--- config.mk ---
export PLATFORM = sky130hd
export DESIGN_NAME = fifo_rd_stream
export DESIGN_NICKNAME = d
export VERILOG_FILES = /design/src/rtl/fifo_rd_stream.sv
export SDC_FILE = /design/constraint.sdc
export NUM_CORES = 1
export LEC_CHECK = 0
export BUFFER_PORTS_ARGS = -buffer_cell sky130_fd_sc_hd__clkbuf_2
export CAP_MARGIN = 40
export CORE_MARGIN = 1.5
export CORE_UTILIZATION = 55
export CTS_BUF_LIST = sky130_fd_sc_hd__clkbuf_2 sky130_fd_sc_hd__clkbuf_4 sky130_fd_sc_hd__clkbuf_8
export CTS_CLUSTER_DIAMETER = 40
export CTS_CLUSTER_SIZE = 25
export DETAILED_ROUTE_END_ITERATION = 8
export GPL_TIMING_DRIVEN = 0
export PLACE_DENSITY = 0.86
export SLEW_MARGIN = 20
export SYNTH_ARGS = -nofsm -noshare
export SYNTH_HDL_FRONTEND = slang
export SYNTH_SLANG_ARGS = --single-unit
--- constraint.sdc ---
create_clock -name clk_rd -period 2.7 [get_ports clk_rd]
set_input_delay 0.27 -clock clk_rd [delete_from_list [all_inputs] [get_ports clk_rd]]
set_output_delay 0.27 -clock clk_rd [all_outputs]
set_load 0.005 [all_outputs]
--- src/rtl/fifo_rd_stream.sv ---
// fifo_rd_stream: FIFO read-side consumer; pops fifo_rd_* through a 2-entry skid buffer onto out_* valid/ready bursts, with enable/stopped control and word_count
module fifo_rd_stream #(
  parameter int DATA_WIDTH = 8,
  parameter int BURST_LEN  = 16
) (
  input  logic                  clk_rd,
  input  logic                  rst,
  input  logic                  enable,
  input  logic                  fifo_empty,
  output logic                  fifo_rd_en,
  input  logic [DATA_WIDTH-1:0] fifo_rd_data,
  output logic                  out_valid,
  output logic [DATA_WIDTH-1:0] out_data,
  output logic                  out_last,
  input  logic                  out_ready,
  output logic                  stopped,
  output logic [31:0]           word_count
);
  typedef enum logic [1:0] {RUN, STOPPING, STOPPED} state_t;
  state_t state, state_nx;
  logic [DATA_WIDTH-1:0] mem [2];
  logic head, tail, accept, land;
  logic [1:0] occ, inflight;
  logic [15:0] beat_cnt;
  assign accept     = out_valid & out_ready;
  assign land       = inflight[0];
  assign out_valid  = occ != 2'd0;
  assign out_data   = mem[head];
  assign out_last   = out_valid & (beat_cnt == 16'(BURST_LEN - 1));
  assign stopped    = state == STOPPED;
  assign fifo_rd_en = ~rst & (state == RUN) & ~fifo_empty &
                      (({1'b0, occ} + {1'b0, inflight} - {2'b0, accept}) < 3'd2);
  always_comb
    state_nx = enable ? RUN :
               ((state == STOPPING && inflight == 2'd0) || state == STOPPED) ? STOPPED : STOPPING;
  always_ff @(posedge clk_rd) begin
    if (rst) begin
      state      <= STOPPED;
      occ        <= 2'd0;
      inflight   <= 2'd0;
      head       <= 1'b0;
      tail       <= 1'b0;
      beat_cnt   <= 16'd0;
      word_count <= 32'd0;
    end else begin
      assert (!(land && !accept && occ == 2'd2));
      state    <= state_nx;
      inflight <= {1'b0, fifo_rd_en};
      occ      <= occ + {1'b0, land} - {1'b0, accept};
      if (land) begin
        mem[tail] <= fifo_rd_data;
        tail      <= ~tail;
      end
      if (accept) begin
        head       <= ~head;
        beat_cnt   <= out_last ? 16'd0 : beat_cnt + 16'd1;
        word_count <= word_count + 32'd1;
      end
    end
  end
endmodule

== Yosys cells after proc, flatten, opt, wreduce, memory -nomap -nowiden ==
Memory sizes are Yosys's and may differ from the RTL's. A register that Yosys moved wholly into a read port is not among the register bits.
Index checks and enable logic that the tools add are counted.

* RAM bits: 16
* Flip-flop bits (word level): 56
* Memories: 1
* Logic and storage cells: 43
* Output and inout port bits: 44
* Latch bits: 0
* ROM bits: 0

* Add/subtract/negate cells: 6
* Shift-type cells: 0
* Bitwise logic cells: 9
* Reductions and logical operators: 6
* Multiply operators: 0
* Multiplexer cells: 8
* Div/mod/pow operators: 0
* Order comparisons: 1
* Equal/unequal tests: 3

{| class="wikitable"
|+ Memory list
! name !! words !! bits a word !! rd ports !! clocked after memory_dff !! wr ports !! RTL line !! text
|-
| mem || 2 || 8 || 1 || 1 || 1 || 21 || <nowiki>logic [DATA_WIDTH-1:0] mem [2];</nowiki>
|}

{| class="wikitable"
|+ Operators with widths
! operator !! number
|-
| 32-bit by 1-bit adder with 32-bit output (second input constant) || 1
|-
| 16-bit by 1-bit adder with 16-bit output (second input constant) || 1
|-
| 16-bit by 4-bit == test with 1-bit output (second input constant) || 1
|-
| 16-bit two-way mux || 1
|-
| 1-bit bitwise AND || 5
|-
| 1-bit two-way mux || 5
|-
| 2-bit zero test || 2
|-
| 2-bit two-way mux || 2
|-
| 1-bit NOT || 4
|-
| 2-bit by 2-bit adder with 3-bit output || 1
|-
| 3-bit by 2-bit < comparator with 1-bit output (second input constant) || 1
|-
| 3-bit by 1-bit subtractor with 3-bit output || 1
|-
| 2-bit by 1-bit adder with 2-bit output || 1
|-
| 2-bit by 1-bit == test with 1-bit output (second input constant) || 1
|-
| 2-bit == test (second input constant) || 1
|-
| 2-bit nonzero test || 1
|-
| 2-bit OR reduction || 1
|-
| 2-bit by 1-bit subtractor with 2-bit output || 1
|-
| 1-bit logical AND || 1
|-
| 1-bit logical OR || 1
|}

== Longest topological paths before layout ==
* Depth after elaboration: 5
* Depth in mapped cells: 9
* Depth with buffers taken out: 8

== Worst setup path after synthesis ==
Ideal clock, no wire load.

* Path kind: reg-to-output
* Start: register occ[1]
* End: output fifo_rd_en
* Required time: 2.430 ns
* Stages on the path, launching flop included: 10
* Buffers on the path: 1
* Data arrival time: 2.137 ns
* Path slack: 0.293 ns
* Path through: dfxtp_1 -> buf_2 -> o21ai_1 -> inv_2 -> ha_1 -> inv_1 -> ha_1 -> fa_1 -> xnor2_1 -> nor3_1

* Cells in the longest elaborated chain, start to end: 5
* Elaborated cells between the ends (all ways): 6
* Classes of those cells: add/sub: 2; order compare: 1; bitwise: 2; reduce/logical: 1

{| class="wikitable"
|+ Ends and longest elaborated chain
! item !! RTL line !! text
|-
| start, declared || 23 || <nowiki>logic [1:0] occ, inflight;</nowiki>
|-
| start signal, assigned || 49 || <nowiki>occ <= occ + {1'b0, land} - {1'b0, accept};</nowiki>
|-
| 2-bit nonzero test || 27 || <nowiki>assign out_valid = occ != 2'd0;</nowiki>
|-
| 1-bit bitwise AND || 25 || <nowiki>assign accept = out_valid & out_ready;</nowiki>
|-
| named net accept || 22 || <nowiki>logic head, tail, accept, land;</nowiki>
|-
| 3-bit by 1-bit subtractor with 3-bit output || 32 || <nowiki>(({1'b0, occ} + {1'b0, inflight} - {2'b0, accept}) < 3'd2);</nowiki>
|-
| 3-bit by 2-bit < comparator with 1-bit output || 32 ||
|-
| 1-bit bitwise AND || 31 || <nowiki>assign fifo_rd_en = ~rst & (state == RUN) & ~fifo_empty &</nowiki>
|-
| end, declared || 10 || <nowiki>output logic fifo_rd_en,</nowiki>
|}

The timed path passes the listed nets, and every way through them passes these cells.

== Final worst setup path ==
Ends and elaborated chain as after synthesis.

==> flow_summary.ini <==
[worst_setup_path]
timing.critical_path.buf_inv = 3
startpoint = occ[1]$_SDFF_PP0_
worstPathArrival_ns = 2.36
max_stage_delay_ns = 0.39
critical_path.startpoint_type = flip-flop
cpMaxStageDelayCell = sky130_fd_sc_hd__dfxtp_4
crit_required_ns = 2.43
criticalPathCategory = reg2out
timing.critical_path.to_type = primary output
largest_delay_contributor_family_on_the_critical_path = adder cells
critical_path.max_fanout = 6
crit_path_frequent_cell = sky130_fd_sc_hd__ha_1
r2r_start = word_count[1]$_SDFFE_PP0P_
timing.critical_path.cells = o21ai_4 > clkinv_4 > ha_1 > inv_1 > ha_1 > fa_2 > xnor2_2 > nor3_1 > buf_2
regToRegSetupSlack_ns = 0.44

[sta]
slew_violations = 0
fin_crit_sh_pct = 97.3
relSlewSlack_pct = 54.6
worst_pin_slew_ns = 0.679
postLayoutSetupSlackWorst_ns = 0.0718
finalCriticalPeriod_ns = 2.63
fin_tns_setup_ns = 0
worst_clk_skew_ns = 0.00811
setup_viol_count_final = 0
final_hold_vio_count = 0
achievable-frequency_ghz = 0.380

[clock_tree]
cts_tree = yes
cts_root_buf = sky130_fd_sc_hd__clkbuf_8
clk_latency_ns = 0.36
cts_sinks = 72
clock_tree.buffer_depth = 2
cts.htree.levels = 3
worst_path_clk_slew_ns = 0.07
numCtsBuffers = 9

[detailed_routing]
vias = 2728
number_of_optimization_iterations_in_the_first_detailed_route_pass = 7
post_drt_via_cell_ratio = 5.77
post-route-drc-count = 0
ant_nets = 0
drt_first_iter_violations = 137
drt-total-wl_um = 7160
routedWlPerCell_um = 15.1

[floorplanning]
fp.dieArea_um2 = 6330
die_x_um = 79.5
io_pins = 57
rows = 27
initial_core_utilization_pct = 57.8
dieHeight_um = 79.5
core_area_um2 = 5570

[global_route]
grt_pass1_vias = 2539
track_usage_pct = 23.9
grt_first_pass_wirelength_um = 11700
globalRouteOverflowTotal = 0
number_of_antenna_violations_at_the_first_check_in_global_routing = 0
grt_max_degree = 12

[synthesis]
synth.cell_area_um2 = 3220
synth_sequential_area_ratio_pct = 49.7
synth_top_flop_cell = sky130_fd_sc_hd__dfxtp_1
synthesis.yosys.warnings = 0
synth.net_count = 345
asr_flop_ratio_synth_pct = 0
syn-instance-count = 327
synth-edff-count = 16
synth_top_area_share_pct = 34.8
yosys.cell_count.top_type = sky130_fd_sc_hd__dfxtp_1
synth_area_per_cell_um2 = 9.85
synth_cell_types = 42
yosys_register_bits = 72
ys_top_cells_by_count = 56 x sky130_fd_sc_hd__dfxtp_1, 35 x sky130_fd_sc_hd__nor2_1, 21 x sky130_fd_sc_hd__a21oi_1, 21 x sky130_fd_sc_hd__xnor2_1
synth_top_cells_by_area = sky130_fd_sc_hd__dfxtp_1 35%, sky130_fd_sc_hd__edfxtp_1 15%, sky130_fd_sc_hd__xnor2_1 5.7%
synth.largest_area_cell = sky130_fd_sc_hd__dfxtp_1

[finish]
final_layout_size_suffix_gt1_share_pct = 24.2
final_nets = 414
syn2layout_area_growth_pct = 19.1
final_core_utilization_pct = 68.8
antenna-diode-count = 0

[pwr]
p_leak_nw = 1.39
peakVddDrop_v = 0.000361
cellPowerDensity_nw_per_um2 = 598

[placed_design]
numPortBuffers = 55
dp.final_hpwl_um = 5040
dp_worst_setup_slack_ns = -0.105
place.gp.congestion = 0.822

[hold_path]
class_of_the_tightest_hold_or_removal_check = in2reg
hold_start = enable

[status]
run_status = complete, no violations

[flow_run]
cap_viol_max_count = 0
## per-layer routing
metal | GRT usage (%) | wire, um | part of all wire, %
met1 | 30.7 | 3180 | 44
met2 | 38.1 | 3450 | 48
met3 | 6.63 | 404 | 5.6
met4 | 9.47 | 120 | 1.7
met5 | 0 | 0 | 0
## through the flow
step / power [mW] / instances / hold slack (ns) / cell area, um2
2_1_floorplan: 1.37 / 327 / 0.346 / 3220
3_3_place_gp: 1.45 / 454 / 0.450 / 3590
3_5_place_dp: 1.46 / 454 / 0.458 / 3600
4_1_cts: 2.27 / 470 / 0.0884 / 3800
5_1_grt: 2.38 / 473 / 0.0944 / 3840
6_report: 2.30 / 473 / 0.0911 / 3840
## cells by family after synthesis
| group | count (synthesis) | share of synthesized area (%) |
|---|---|---|
| DFF | 72 | 49.7 |
| buffers and inverters | 26 | 3.38 |
| muxes | 11 | 3.84 |
| and+or+nand+nor | 139 | 24.1 |
| AOI/OAI and AO/OA | 46 | 9.16 |
| xor gates and xnor gates | 28 | 7.61 |
| adders and majority gates | 5 | 2.17 |
## worst reg2reg max path: stages, from the launching register on
cell and delay, ns:
sky130_fd_sc_hd__dfxtp_1 0.43, sky130_fd_sc_hd__ha_1 0.23, sky130_fd_sc_hd__o211ai_2 0.17, sky130_fd_sc_hd__or4_4 0.55, sky130_fd_sc_hd__buf_2 0.22, sky130_fd_sc_hd__or4_1 0.43
sky130_fd_sc_hd__a21oi_1 0.16
## area by class of cell
type,instances,area [um2]
well taps,72,90.1
repair buffers,59,305
fillers,451,1740
clock buffers,10,131
plain buffers,12,55.1
multi-input cells,229,1540
clock inverters,6,50.0
flip-flops and latches,72,1610
inverters,13,53.8
## registers in the layout, indices dropped and copies added, names as in the netlist, named ones only
signal	cells
beat_cnt	16
head	1
inflight	1
mem	16
occ	2
state	2
tail	1
word_count	32
## layout by cell type, fill, tap and decap left out, types with 2 or more instances in the layout
master,count
sky130_fd_sc_hd__and4_1,3
sky130_fd_sc_hd__nor2b_1,6
sky130_fd_sc_hd__or3_1,7
sky130_fd_sc_hd__clkbuf_8,9
sky130_fd_sc_hd__buf_1,2
sky130_fd_sc_hd__dfxtp_1,54
sky130_fd_sc_hd__nand4_1,14
sky130_fd_sc_hd__buf_4,4
sky130_fd_sc_hd__edfxtp_1,16
sky130_fd_sc_hd__xnor2_1,20
sky130_fd_sc_hd__dfxtp_4,2
sky130_fd_sc_hd__clkinv_1,4
sky130_fd_sc_hd__or2_2,2
sky130_fd_sc_hd__or4_1,14
sky130_fd_sc_hd__mux2_2,8
sky130_fd_sc_hd__inv_1,12
sky130_fd_sc_hd__and3_1,3
sky130_fd_sc_hd__nor3_1,13
sky130_fd_sc_hd__nand2_1,16
sky130_fd_sc_hd__nand3_1,11
sky130_fd_sc_hd__xor2_1,7
sky130_fd_sc_hd__clkbuf_2,54
sky130_fd_sc_hd__a21oi_1,21
sky130_fd_sc_hd__nand4_4,2
sky130_fd_sc_hd__clkbuf_1,7
sky130_fd_sc_hd__buf_2,3
sky130_fd_sc_hd__nor2_1,35
sky130_fd_sc_hd__mux2_1,3
sky130_fd_sc_hd__o21ai_1,2
sky130_fd_sc_hd__ha_1,4
sky130_fd_sc_hd__nor4_1,7
sky130_fd_sc_hd__o21ai_0,4
sky130_fd_sc_hd__o31ai_1,11
## power breakdown
group | switching (mW) | total [mW] | internal, mW
logic | 0.144 | 0.295 | 0.151
clock network | 0.388 | 0.811 | 0.423
registers | 0.0459 | 1.19 | 1.14
total | 0.578 | 2.30 | 1.72
## final timing paths
path,depth (start not counted),endpoint
hold reg to reg,2,beat_cnt[1]$_SDFFE_PP0P_
setup reg to reg,6,word_count[22]$_SDFFE_PP0P_
hold / removal,2,state[0]$_SDFF_PP0_
setup / recovery,9,fifo_rd_en
## what timing repair did
action	4_1_cts	5_1_grt
cloned	0	0
hold buffers	0	0
setup endpoints to repair	1	1
buffers inserted	1	3
pin swaps	2	2
resized for setup	5	6
Note: power is estimated with default switching activity, not from simulation.
